## src/rtl/online_result_checker_r4_pkg.sv

```systemverilog
// Shared definitions for the radix-4 signed-digit online adder result checker:
// checker FSM states, digit encoding constants and digit-range limits.
package online_r4_pkg;

  // Checker control states
  typedef enum logic [1:0] {
    ST_IDLE = 2'd0,
    ST_RECV = 2'd1,
    ST_DONE = 2'd2
  } state_t;

  // 3-bit two's-complement code -4 is outside the redundant digit set
  localparam logic [2:0] DIGIT_ILLEGAL = 3'b100;

  // Each digit position weighs 4x the next lower one
  localparam int RADIX_LOG2 = 2;

  // Legal signed-digit range
  localparam int DIGIT_MIN = -3;
  localparam int DIGIT_MAX = 3;

endpackage

```

## src/rtl/online_result_checker_r4_if.sv

```systemverilog
// Bundle of the checker's control, digit stream and report signals.
// master: the bench / vector source side; slave: the checker itself.
interface online_result_checker_r4_if #(
  parameter int N = 6,
  parameter int C = 3
);
  localparam int IW = $clog2(N + 2);
  localparam int DW = (N + 1) * C;
  localparam int VW = 2 * (N + 1) + 1;

  logic          start;
  logic [DW-1:0] exp_z;
  logic          z_valid;
  logic [C-1:0]  z_digit;
  logic          busy;
  logic          done;
  logic          pass;
  logic          timeout;
  logic          illegal;
  logic [IW-1:0] mismatch_idx;
  logic [DW-1:0] result;
  logic [VW-1:0] value;
  logic [7:0]    err_count;

  modport master (
    output start, exp_z, z_valid, z_digit,
    input  busy, done, pass, timeout, illegal, mismatch_idx, result, value, err_count
  );

  modport slave (
    input  start, exp_z, z_valid, z_digit,
    output busy, done, pass, timeout, illegal, mismatch_idx, result, value, err_count
  );

endinterface

```

## src/rtl/online_result_checker_r4_sd_accum.sv

```systemverilog
// Signed-digit (radix 4) to two's-complement accumulator: every enabled
// cycle the running value is scaled by the radix and the new digit added.
module sd_accum_r4
  import online_r4_pkg::*;
#(
  parameter int C = 3,
  parameter int W = 15
) (
  input  logic         clk,
  input  logic         reset,
  input  logic         clr_i,
  input  logic         en_i,
  input  logic [C-1:0] digit_i,
  output logic [W-1:0] value_o
);

  logic [W-1:0] acc_q;
  logic [W-1:0] acc_d;

  // Next value: shift by one digit position and add the sign-extended digit
  always_comb begin
    acc_d = (acc_q << RADIX_LOG2) + {{(W - C){digit_i[C-1]}}, digit_i};
  end

  // Accumulator register; clear has priority over accumulate
  always_ff @(posedge clk or posedge reset) begin
    if (reset) begin
      acc_q <= '0;
    end else if (clr_i) begin
      acc_q <= '0;
    end else if (en_i) begin
      acc_q <= acc_d;
    end
  end

  assign value_o = acc_q;

endmodule

```

## src/rtl/online_result_checker_r4.sv

```systemverilog
// Digit-serial checker for the radix-4 online adder result stream.
// Compares each incoming digit (MSD first) against a latched expected vector,
// detects illegal codes and inter-digit timeouts, and keeps a failure count.
// Optional feature macro: ONLINE_CHK_VALUE_EN builds the two's-complement
// value accumulator; without it the value output is tied to zero.
module online_result_checker_r4
  import online_r4_pkg::*;
#(
  parameter int N       = 6,
  parameter int C       = 3,
  parameter int TIMEOUT = 16
) (
  input  logic                       clk,
  input  logic                       reset,
  online_result_checker_r4_if.slave  bus
);

  localparam int IW = $clog2(N + 2);
  localparam int DW = (N + 1) * C;
  localparam int VW = 2 * (N + 1) + 1;
  localparam int TW = $clog2(TIMEOUT + 1);

  localparam logic [IW-1:0] LAST_K    = IW'(N);
  localparam logic [IW-1:0] MISS_NONE = IW'(N + 1);
  localparam logic [TW-1:0] IDLE_LAST = TW'(TIMEOUT - 1);

  state_t state_q, state_d;

  logic [DW-1:0] exp_q;        // expected digits, shifted so the next one sits on top
  logic [DW-1:0] result_q;
  logic [IW-1:0] k_q;
  logic [TW-1:0] idle_q;
  logic          illegal_q;
  logic          timeout_q;
  logic          pass_q;
  logic          done_q;
  logic          miss_seen_q;
  logic [IW-1:0] miss_idx_q;
  logic [7:0]    err_q;
  logic [7:0]    err_d;
  logic          busy_d;

  logic start_ok;
  logic take;
  logic digit_bad;
  logic digit_illegal;
  logic last_digit;
  logic idle_expired;
  logic pass_now;
  logic finish_fail;

  // Per-cycle decode of the incoming digit and of the check's end conditions
  always_comb begin
    start_ok      = bus.start && (state_q != ST_RECV);
    take          = (state_q == ST_RECV) && bus.z_valid;
    digit_bad     = bus.z_digit != exp_q[DW-1 -: C];
    digit_illegal = bus.z_digit == DIGIT_ILLEGAL;
    last_digit    = take && (k_q == LAST_K);
    idle_expired  = (state_q == ST_RECV) && !bus.z_valid && (idle_q == IDLE_LAST);
    pass_now      = !(miss_seen_q || digit_bad) && !(illegal_q || digit_illegal);
    finish_fail   = idle_expired || (last_digit && !pass_now);
    err_d         = (finish_fail && (err_q != 8'hFF)) ? err_q + 8'd1 : err_q;
  end

  // FSM state register
  always_ff @(posedge clk or posedge reset) begin
    if (reset) begin
      state_q <= ST_IDLE;
    end else begin
      state_q <= state_d;
    end
  end

  // FSM next state: a check ends on the last digit or on an idle timeout
  always_comb begin
    state_d = state_q;
    unique case (state_q)
      ST_IDLE: if (bus.start) state_d = ST_RECV;
      ST_RECV: if (last_digit || idle_expired) state_d = ST_DONE;
      ST_DONE: if (bus.start) state_d = ST_RECV;
      default: state_d = ST_IDLE;
    endcase
  end

  // FSM outputs
  always_comb begin
    busy_d = (state_q == ST_RECV);
  end

  // Datapath: arm on start, then consume digits / count idle cycles in RECV
  always_ff @(posedge clk or posedge reset) begin
    if (reset) begin
      exp_q       <= '0;
      result_q    <= '0;
      k_q         <= '0;
      idle_q      <= '0;
      illegal_q   <= 1'b0;
      timeout_q   <= 1'b0;
      pass_q      <= 1'b0;
      done_q      <= 1'b0;
      miss_seen_q <= 1'b0;
      miss_idx_q  <= MISS_NONE;
    end else begin
      done_q <= 1'b0;
      if (start_ok) begin
        exp_q       <= bus.exp_z;
        result_q    <= '0;
        k_q         <= '0;
        idle_q      <= '0;
        illegal_q   <= 1'b0;
        timeout_q   <= 1'b0;
        pass_q      <= 1'b0;
        miss_seen_q <= 1'b0;
        miss_idx_q  <= MISS_NONE;
      end else if (take) begin
        exp_q    <= exp_q << C;
        result_q <= {result_q[DW-C-1:0], bus.z_digit};
        k_q      <= k_q + IW'(1);
        idle_q   <= '0;
        if (digit_bad && !miss_seen_q) begin
          miss_seen_q <= 1'b1;
          miss_idx_q  <= k_q;
        end
        if (digit_illegal) begin
          illegal_q <= 1'b1;
        end
        if (last_digit) begin
          done_q <= 1'b1;
          pass_q <= pass_now;
        end
      end else if (state_q == ST_RECV) begin
        idle_q <= idle_q + TW'(1);
        if (idle_expired) begin
          timeout_q <= 1'b1;
          done_q    <= 1'b1;
          pass_q    <= 1'b0;
        end
      end
    end
  end

  // Failed-check counter, saturating
  always_ff @(posedge clk or posedge reset) begin
    if (reset) begin
      err_q <= '0;
    end else begin
      err_q <= err_d;
    end
  end

`ifdef ONLINE_CHK_VALUE_EN
  logic [VW-1:0] value_w;

  sd_accum_r4 #(
    .C (C),
    .W (VW)
  ) u_accum (
    .clk     (clk),
    .reset   (reset),
    .clr_i   (start_ok),
    .en_i    (take),
    .digit_i (bus.z_digit),
    .value_o (value_w)
  );

  assign bus.value = value_w;
`else
  assign bus.value = '0;
`endif

  assign bus.busy         = busy_d;
  assign bus.done         = done_q;
  assign bus.pass         = pass_q;
  assign bus.timeout      = timeout_q;
  assign bus.illegal      = illegal_q;
  assign bus.mismatch_idx = miss_idx_q;
  assign bus.result       = result_q;
  assign bus.err_count    = err_q;

endmodule

```

## src/flat_wrapper.sv

```systemverilog
// flat-port wrapper written by rule: the top's interface ports become plain ports
module online_result_checker_r4_flat import online_r4_pkg::*;
#(
  parameter int N       = 6,
  parameter int C       = 3,
  parameter int TIMEOUT = 16
)
  (clk, reset, bus_start, bus_exp_z, bus_z_valid, bus_z_digit, bus_busy, bus_done, bus_pass, bus_timeout, bus_illegal, bus_mismatch_idx, bus_result, bus_value, bus_err_count);
  online_result_checker_r4_if #(.N(N), .C(C)) bus_i ();
  input  logic clk;
  input  logic reset;
  input wire logic [$bits(bus_i.start)-1:0] bus_start;
  input wire logic [$bits(bus_i.exp_z)-1:0] bus_exp_z;
  input wire logic [$bits(bus_i.z_valid)-1:0] bus_z_valid;
  input wire logic [$bits(bus_i.z_digit)-1:0] bus_z_digit;
  output wire logic [$bits(bus_i.busy)-1:0] bus_busy;
  output wire logic [$bits(bus_i.done)-1:0] bus_done;
  output wire logic [$bits(bus_i.pass)-1:0] bus_pass;
  output wire logic [$bits(bus_i.timeout)-1:0] bus_timeout;
  output wire logic [$bits(bus_i.illegal)-1:0] bus_illegal;
  output wire logic [$bits(bus_i.mismatch_idx)-1:0] bus_mismatch_idx;
  output wire logic [$bits(bus_i.result)-1:0] bus_result;
  output wire logic [$bits(bus_i.value)-1:0] bus_value;
  output wire logic [$bits(bus_i.err_count)-1:0] bus_err_count;
  assign bus_i.start = bus_start;
  assign bus_i.exp_z = bus_exp_z;
  assign bus_i.z_valid = bus_z_valid;
  assign bus_i.z_digit = bus_z_digit;
  assign bus_busy = bus_i.busy;
  assign bus_done = bus_i.done;
  assign bus_pass = bus_i.pass;
  assign bus_timeout = bus_i.timeout;
  assign bus_illegal = bus_i.illegal;
  assign bus_mismatch_idx = bus_i.mismatch_idx;
  assign bus_result = bus_i.result;
  assign bus_value = bus_i.value;
  assign bus_err_count = bus_i.err_count;
  online_result_checker_r4 #(.N(N), .C(C), .TIMEOUT(TIMEOUT)) u_core (.clk(clk), .reset(reset), .bus(bus_i));
endmodule
```

## config.mk

```make
export PLATFORM = sky130hd
export DESIGN_NAME = online_result_checker_r4_flat
export DESIGN_NICKNAME = d
export VERILOG_FILES = /design/src/rtl/online_result_checker_r4_pkg.sv /design/src/rtl/online_result_checker_r4_if.sv /design/src/rtl/online_result_checker_r4_sd_accum.sv /design/src/rtl/online_result_checker_r4.sv /design/src/flat_wrapper.sv
export SDC_FILE = /design/constraint.sdc
export NUM_CORES = 1
export LEC_CHECK = 0
export CAP_MARGIN = 20
export CORE_MARGIN = 4
export CORE_UTILIZATION = 48
export DETAILED_ROUTE_END_ITERATION = 16
export GPL_TIMING_DRIVEN = 0
export PLACE_DENSITY = 0.87
export SYNTH_ARGS = -nofsm -noshare
export SYNTH_HDL_FRONTEND = slang
export SYNTH_SLANG_ARGS = --single-unit
```

## constraint.sdc

```tcl
create_clock -name clk -period 2.19 [get_ports clk]
set_input_delay 0.219 -clock clk [delete_from_list [all_inputs] [get_ports clk]]
set_output_delay 0.219 -clock clk [all_outputs]
set_load 0.01 [all_outputs]
```

---- Yosys cells after proc, flatten, opt, wreduce, memory -nomap -nowiden ----
Cells that the tools add are included.
storage, ports and cells
  word-level logic and storage cells ...... 94
  bits in registers ....................... 68
operators by class
  reductions and logical operators ........ 32
  equal/unequal tests ..................... 12
  muxes and demuxes ....................... 35
  add/subtract/negate cells ............... 3
operator list
  cell                                                   count
  two-way mux 21 bit                                     4
  two-way mux 1 bit                                      20
  two-way mux 3 bit                                      5
  two-way mux 5 bit                                      3
  nonzero test 2 bit                                     5
  logical AND 1 bit                                      9
  adder 8 x 1 -> 8 bit, second input constant            1
  inequality test 2 x 1 -> 1 bit, second input constant  4
  inequality test 8 bit, second input constant           1
  equality test 3 bit, second input constant             2
  AND reduction 2 bit                                    3
  AND reduction 3 bit                                    2
  nonzero test 3 bit                                     2
  adder 5 x 1 -> 5 bit, second input constant            1
  equality test 5 x 4 -> 1 bit, second input constant    1
  zero test 1 bit                                        5
  logical OR 1 bit                                       4
  two-way mux 2 bit                                      2
  one-hot mux 2 bit (2 select lines)                     1
  adder 3 x 1 -> 3 bit, second input constant            1
  inequality test 3 x 2 -> 1 bit, second input constant  1
  inequality test 3 bit                                  1
  equality test 2 x 1 -> 1 bit, second input constant    1
  equality test 2 bit, second input constant             1
  other kinds (2)                                        2

---- Depth between registers and ports, before layout ----
Gate-level depths: netlist of run 1.
  depth in word-level cells ............... 8
  mapped depth ............................ 8

---- Least setup slack after synthesis of run 1 ----
Ideal clock, no wire load.
  kind .................................... register to register
  start ................................... reg u_core.idle_q[0]
  end ..................................... reg u_core.err_q[1], in the netlist u_core.bus.err_count[1]
  required time ........................... 2065 ps
  path buffers ............................ 0
  path slack .............................. 245 ps
  clock period less this slack ............ 1945 ps
  arrival ................................. 1820 ps
  stages on the path, launching flop included .. 9
  cells stage by stage .................... dfrtp_1 -> ha_1 -> and3_1 -> ha_1 -> nor2b_2 -> and2_1 -> nand3b_4 -> nand3_2 -> mux2_4
between the ends
  word-level cells in the longest chain between the ends .. 4
RTL lines
  item                          line                             text
  start, declared               online_result_checker_r4.sv:32   logic [TW-1:0] idle_q;
  start signal, assigned        online_result_checker_r4.sv:132  idle_q <= idle_q + TW'(1);
  equality test 5 x 4 -> 1 bit  online_result_checker_r4.sv:59   idle_expired = (state_q == ST_RECV) && !bus.z_valid && (idle_q == IDLE_LAST);
  logical AND 1 bit             online_result_checker_r4.sv:59
  logical OR 1 bit              online_result_checker_r4.sv:61   finish_fail = idle_expired || (last_digit && !pass_now);
  logical AND 1 bit             online_result_checker_r4.sv:62   err_d = (finish_fail && (err_q != 8'hFF)) ? err_q + 8'd1 : err_q;
  end signal, assigned          online_result_checker_r4.sv:147  err_q <= err_d;
  end, declared                 online_result_checker_r4.sv:39   logic [7:0] err_q;
Every way passes these cells.
A chain may end at the register's enable or synchronous reset.

---- Worst setup path after layout of run 1 ----
Ends and elaborated chain as after synthesis.

==> impl_metrics.ini, run 1 <==
[timing]
skew_ns = 0.007425
tightest_slew_ns = 0.7424
timing.fmax_ghz = 0.4852
maxSlewViolCount = 0
fin_hold_ws_ns = 0.1161
min_period_over_period = 0.9410
rsz0062_at_grt = no
final-hold-violation-count = 0
finalCriticalPeriod_ns = 2.061
finalSetupViolations = 0
maxSlewHeadroom = 0.5043

[yosys]
synth_edf_count = 0
syn-mean-instance-area_um2 = 11.22
ys_warn_count = 0
syn_inst = 273
syn_area_um2 = 3064
synth_cell_types = 47
ys_seq_area_frac = 0.5566
synth_top_flop_cell = dfrtp_1
async_flop_share = 1.000
ys_ff_latch = 68

[cts]
tritoncts = done
cts_buffers = 9
clock-sinks = 68
clkSlewWorstSetupHoldPaths_ns = 0.07
htreeDepth = 3
cts_root_buf = clkbuf_8
clkLatencyLatePin_ns = 0.35
hold_buffers = 0
clockBufferDepth = 2

[hold_path]
hp-class = input port to flop
hold_path_end = u_core.idle_q[4]
hold_start = bus_z_valid
hold_depth = 2

[setup_path]
critPathCaptureType = flop
crit_top_cell = ha_1
critPathSlowestCell = dfrtp_1
crit_type = flop to flop
cp_max_fo = 7
timing.rr.end = u_core.bus.err_count[1]
cp-start-kind = flop
crit_family = simple AND/OR/NAND/NOR gates
r2r_setup_slack_ns = 0.13
reg2reg_from = u_core.idle_q[0]
max_stage_delay_ns = 0.41
critPathBufInv = 1
critPathArrivalTime_ns = 2.29
cp_cell_sequence = ha_1 > and3_1 > ha_1 > nor2b_2 > o21ai_2 > inv_2 > nand3_4 > mux2_4
worstPathRequired_ns = 2.42
rr_worst_depth = 8

[drt]
dr_wl_met2_um = 3368
wl_met1_um = 2826
top_layer_used = met4
drt-pass1-iter-count = 4
wl_per_cell_um = 15.56
vias_per_cell = 5.325
num_vias = 2359
met3WireLength_um = 564
route.detailed.drc = 0
ant_nets = 0
drt_iter0_drc = 191
wirelength_um = 6894

[outcome]
status = complete, no violations

[cells_and_area]
synthToLayoutAreaGrowth_pct = 34.63
final_cell_mix = 65 x dfrtp_1, 63 x clkdlybuf4s50_1, 50 x nand2_1
seq_area_um2 = 1705
drive_gt1_frac = 0.1739
fill_cells = 472
final_common_cell = dfrtp_1
final_util = 0.6806
antennaDiodeCount = 0
multi_input_comb_area_um2 = 1209
nets = 396

[global_route]
grt-ovfl-total = 0
grt_pass1_vias = 2340
grt.total_usage = 0.1928
grt_max_degree = 36
grt_pass1_wl_um = 11360
antenna_found_initial = 0

[power]
leakage_nw = 1.966
p_per_area_nw_per_um2 = 1243
ir_drop_uv = 715.7

[floorplan]
fp.dieW_um = 87.90
ios = 80
num_rows = 28
die_h_um = 87.90
coreArea_um2 = 6061
initial_core_util = 0.5056
die_area_um2 = 7726

[placement]
hpwl_um = 4910
port_buffers = 63
gp_congestion = 0.8359

[flow_run]
max-cap-violations = 0
[kinds of logic after synthesis]
family,Yosys count,synth area share
AND/OR/NAND/NOR,91,0.1527
multiplexers,5,0.02205
adder cells (fa/ha/maj),5,0.02042
buffers and inverters,34,0.06860
AO/OA/AOI/OAI,59,0.1499
flip-flops,68,0.5566
XOR/XNOR,10,0.02858
other,1,0.001224
[per-layer routing]
| layer | vias to the layer above | global-route usage |
|---|---|---|
| li1 | 1109 | - |
| met1 | 1146 | 0.2497 |
| met2 | 91 | 0.3062 |
| met3 | 13 | 0.06115 |
| met4 | 0 | 0.06834 |
| met5 | - | 0 |
[cells in the mapped netlist (2+ instances only)]
library cell	count	area, um^2
xnor2_1	6	52.55
dfrtp_1	65	1627
nor3b_1	3	22.52
and3_1	4	25.02
nand3_1	8	40.04
buf_4	15	112.6
a21oi_1	4	20.02
ha_1	5	62.56
a22oi_1	18	135.1
mux2i_1	3	30.03
a22o_1	23	201.4
nand4_1	2	12.51
inv_1	4	15.01
o21ai_0	4	20.02
xor2_1	4	35.03
nor2_1	9	33.78
and2_1	3	18.77
buf_2	11	55.05
o31ai_1	2	15.01
dfstp_2	3	78.83
nand2_1	50	187.7
nor3_4	2	32.53
[report_power, final]
part	leakage, nW	internal, mW	total [mW]	switching, mW
clock	0.122	0.787	1.27	0.479
sequential	0.892	1.73	2.09	0.362
combinational	0.952	0.907	1.77	0.864
total	1.97	3.42	5.13	1.71
[what timing repair did]
action                                  CTS  global route
endpoints found under the hold margin     0             0
gates resized for setup                   0             1
endpoints found under the setup margin    0             1
setup buffers                             0             1
[through the flow]
| stage | setup WS, ns | total power, mW | TNS (ns) | instance area, um^2 | instances |
|---|---|---|---|---|---|
| after detailed placement | 0.1235 | 3.878 | 0 | 3861 | 426 |
| after global placement | -0.8076 | 3.774 | -52.85 | 3841 | 425 |
| final | 0.1291 | 5.128 | 0 | 4125 | 443 |
| after CTS | 0.08741 | 5.157 | 0 | 4110 | 442 |
| after floorplan | 0.2453 | 3.081 | 0 | 3117 | 287 |
| after global routing | 0.03230 | 5.460 | 0 | 4125 | 443 |
[worst max path at each step]
stage                          start  slack (ns)                 endpoint  depth (start not counted)
finish              u_core.idle_q[0]        0.13  u_core.bus.err_count[1]                          8
global placement               reset       -0.81         u_core.exp_q[11]                          2
detailed placement  u_core.idle_q[0]        0.12  u_core.bus.err_count[1]                          8
CTS                 u_core.idle_q[0]        0.09  u_core.bus.err_count[1]                          8
global route        u_core.idle_q[0]        0.03  u_core.bus.err_count[1]                          8
floorplan           u_core.idle_q[0]        0.25  u_core.bus.err_count[1]                          8
[area by class of cell]
type / count / area share
Timing Repair Buffer: 65 / 0.1595
Buffer: 28 / 0.04428
Clock inverter: 6 / 0.02699
Inverter: 6 / 0.006673
Sequential cell: 68 / 0.4134
Tap cell: 75 / 0.02275
Clock buffer: 10 / 0.03336
Multi-Input combinational cell: 185 / 0.2930
[sequential cells by signal, indices dropped and copies added, names as in the netlist]
signal,count
u_core.state_q,2
u_core.idle_q,5
u_core.miss_seen_q,1
u_core.bus.result,21
u_core.bus.err_count,8
u_core.bus.mismatch_idx,3
u_core.bus.timeout,1
u_core.bus.done,1
u_core.k_q,3
u_core.bus.pass,1
u_core.bus.illegal,1
u_core.exp_q,21
No activity file was read; power rests on OpenSTA's default activity.
==> inputs of run 2 (changes only) <==
--- a/config.mk
+++ b/config.mk
@@ -6,7 +6,7 @@
 export NUM_CORES = 1
 export LEC_CHECK = 0
 export CAP_MARGIN = 20
-export CORE_MARGIN = 4
+export CORE_MARGIN = 2
 export CORE_UTILIZATION = 48
 export DETAILED_ROUTE_END_ITERATION = 16
 export GPL_TIMING_DRIVEN = 0
@@ -14,3 +14,4 @@
 export SYNTH_ARGS = -nofsm -noshare
 export SYNTH_HDL_FRONTEND = slang
 export SYNTH_SLANG_ARGS = --single-unit
+export TNS_END_PERCENT = 10
==> impl_metrics.ini, run 2 (synthesis results as in run 1) <==
[outcome]
status = complete, no violations

[cells_and_area]
final_cell_count_no_fill = 446
synthToLayoutAreaGrowth_pct = 33.89
final_common_cell = dfrtp_1
antennaDiodeCount = 0
final_cell_mix = 65 x dfrtp_1, 63 x clkdlybuf4s50_1, 50 x nand2_1
drive_gt1_frac = 0.1734
nets = 397

[cts]
clock-sinks = 68
cts_buffers = 9
cts_root_buf = clkbuf_8
clkSlewWorstSetupHoldPaths_ns = 0.08
tritoncts = done
htreeDepth = 3
clockBufferDepth = 2
ctsResizeCount = 0
hold_buffers = 0
clkLatencyLatePin_ns = 0.35

[global_route]
grt_max_degree = 38
grt.total_usage = 0.1949
grt-ovfl-total = 0
antenna_found_initial = 0
grt_pass1_vias = 2254
grt_pass1_wl_um = 10840

[timing]
min_period_over_period = 0.9640
finalSetupViolations = 0
timing.fmax_ghz = 0.4737
final-hold-violation-count = 0
finalCriticalPeriod_ns = 2.111
maxSlewHeadroom = 0.4747
skew_ns = 0.01289
tightest_slew_ns = 0.7869
maxSlewViolCount = 0
fin_hold_ws_ns = 0.1127

[setup_path]
worstPathRequired_ns = 2.43
crit_type = flop to flop
timing.rr.end = u_core.bus.err_count[1]
reg2reg_from = u_core.idle_q[0]
cp_max_fo = 8
max_stage_delay_ns = 0.41
critPathBufInv = 0
crit_top_cell = ha_1
r2r_setup_slack_ns = 0.08
critPathArrivalTime_ns = 2.35
critPathSlowestCell = dfrtp_1
rr_worst_depth = 8
cp-start-kind = flop
crit_family = simple AND/OR/NAND/NOR gates
cp_cell_sequence = ha_1 > and3_1 > ha_1 > nor2b_2 > and2_1 > nand3b_4 > nand3_2 > mux2_4
critPathCaptureType = flop

[drt]
num_vias = 2343
drt_iter0_drc = 128
wl_per_cell_um = 14.53
drt-pass1-iter-count = 4
wirelength_um = 6481
vias_per_cell = 5.253
ant_nets = 0
route.detailed.drc = 0

[floorplan]
coreArea_um2 = 6277
die_area_um2 = 7039
ios = 80
die_h_um = 83.90
num_rows = 29
fp.dieW_um = 83.90
initial_core_util = 0.4881

[hold_path]
hold_path_end = u_core.idle_q[4]
hold_start = bus_z_valid
hold_depth = 2
hp-class = input port to flop

[power]
ir_drop_uv = 738.4
leakage_nw = 1.963
p_per_area_nw_per_um2 = 1224

[placement]
hpwl_um = 4620
gp_congestion = 0.7532
port_buffers = 63
dp.cells = 428

[flow_run]
max-cap-violations = 0
-- run 2: per-stage QoR --
| stage | TNS (ns) | cell area (um^2) | utilization | setup slack [ns] | total power [mW] |
|---|---|---|---|---|---|
| 2_1_floorplan | 0 | 3117 | - | 0.2453 | 3.081 |
| 3_3_place_gp | -55.49 | 3844 | 0.6123 | -0.8473 | 3.768 |
| 6_report | 0 | 4103 | 0.6536 | 0.07884 | 5.022 |
| 4_1_cts | 0 | 4088 | 0.6512 | 0.06550 | 5.024 |
| 5_1_grt | -0.004645 | 4103 | 0.6536 | -0.004645 | 5.330 |
| 3_5_place_dp | 0 | 3864 | 0.6155 | 0.09382 | 3.855 |
-- run 2: repair_timing --
action                                  CTS  global route
endpoints found under the setup margin    0             1
hold endpoints to repair                  0             0
setup buffers                             0             2
-- run 2: worst max path at each step --
stage / to / depth (start not counted) / startpoint
2_1_floorplan: u_core.bus.err_count[1] / 8 / u_core.idle_q[0]
3_3_place_gp: u_core.exp_q[11] / 2 / reset
3_5_place_dp: u_core.bus.err_count[1] / 8 / u_core.idle_q[0]
4_1_cts: u_core.bus.err_count[1] / 8 / u_core.idle_q[0]
5_1_grt: u_core.bus.err_count[1] / 8 / u_core.idle_q[0]
6_report: u_core.bus.err_count[1] / 8 / u_core.idle_q[0]
-- run 2: power breakdown --
part / total [mW] / switching [mW] / internal (mW) / leakage (nW)
registers: 2.08 / 0.350 / 1.73 / 0.892
clock network: 1.17 / 0.494 / 0.679 / 0.114
logic: 1.77 / 0.853 / 0.918 / 0.957
-- run 2: layer usage --
| layer | up-vias | track usage | routed length (um) |
|---|---|---|---|
| met2 | 70 | 0.2945 | 3108 |
| li1 | 1121 | - | - |
| met1 | 1142 | 0.2706 | 2934 |
| met5 | - | 0 | 0 |
| met4 | 0 | 0.07478 | 91 |
| met3 | 10 | 0.05143 | 345 |
-- run 2: layout make-up --
class,count,area [um^2]
flip-flops and latches,68,1705
plain buffers,28,182.7
clock buffers,11,141.4
fillers,477,2175
well taps,77,96.34
repair buffers,66,665.6
clock inverters,5,82.58
inverters,6,27.53
multi-input cells,185,1201
==> inputs of run 3 (changes only) <==
--- a/config.mk
+++ b/config.mk
@@ -5,7 +5,7 @@
 export SDC_FILE = /design/constraint.sdc
 export NUM_CORES = 1
 export LEC_CHECK = 0
-export CAP_MARGIN = 20
+export CAP_MARGIN = 10
 export CORE_MARGIN = 2
 export CORE_UTILIZATION = 48
 export DETAILED_ROUTE_END_ITERATION = 16
==> results of run 3 <==
Same layout as run 2: the final DEF is identical, and so are final timing and power.
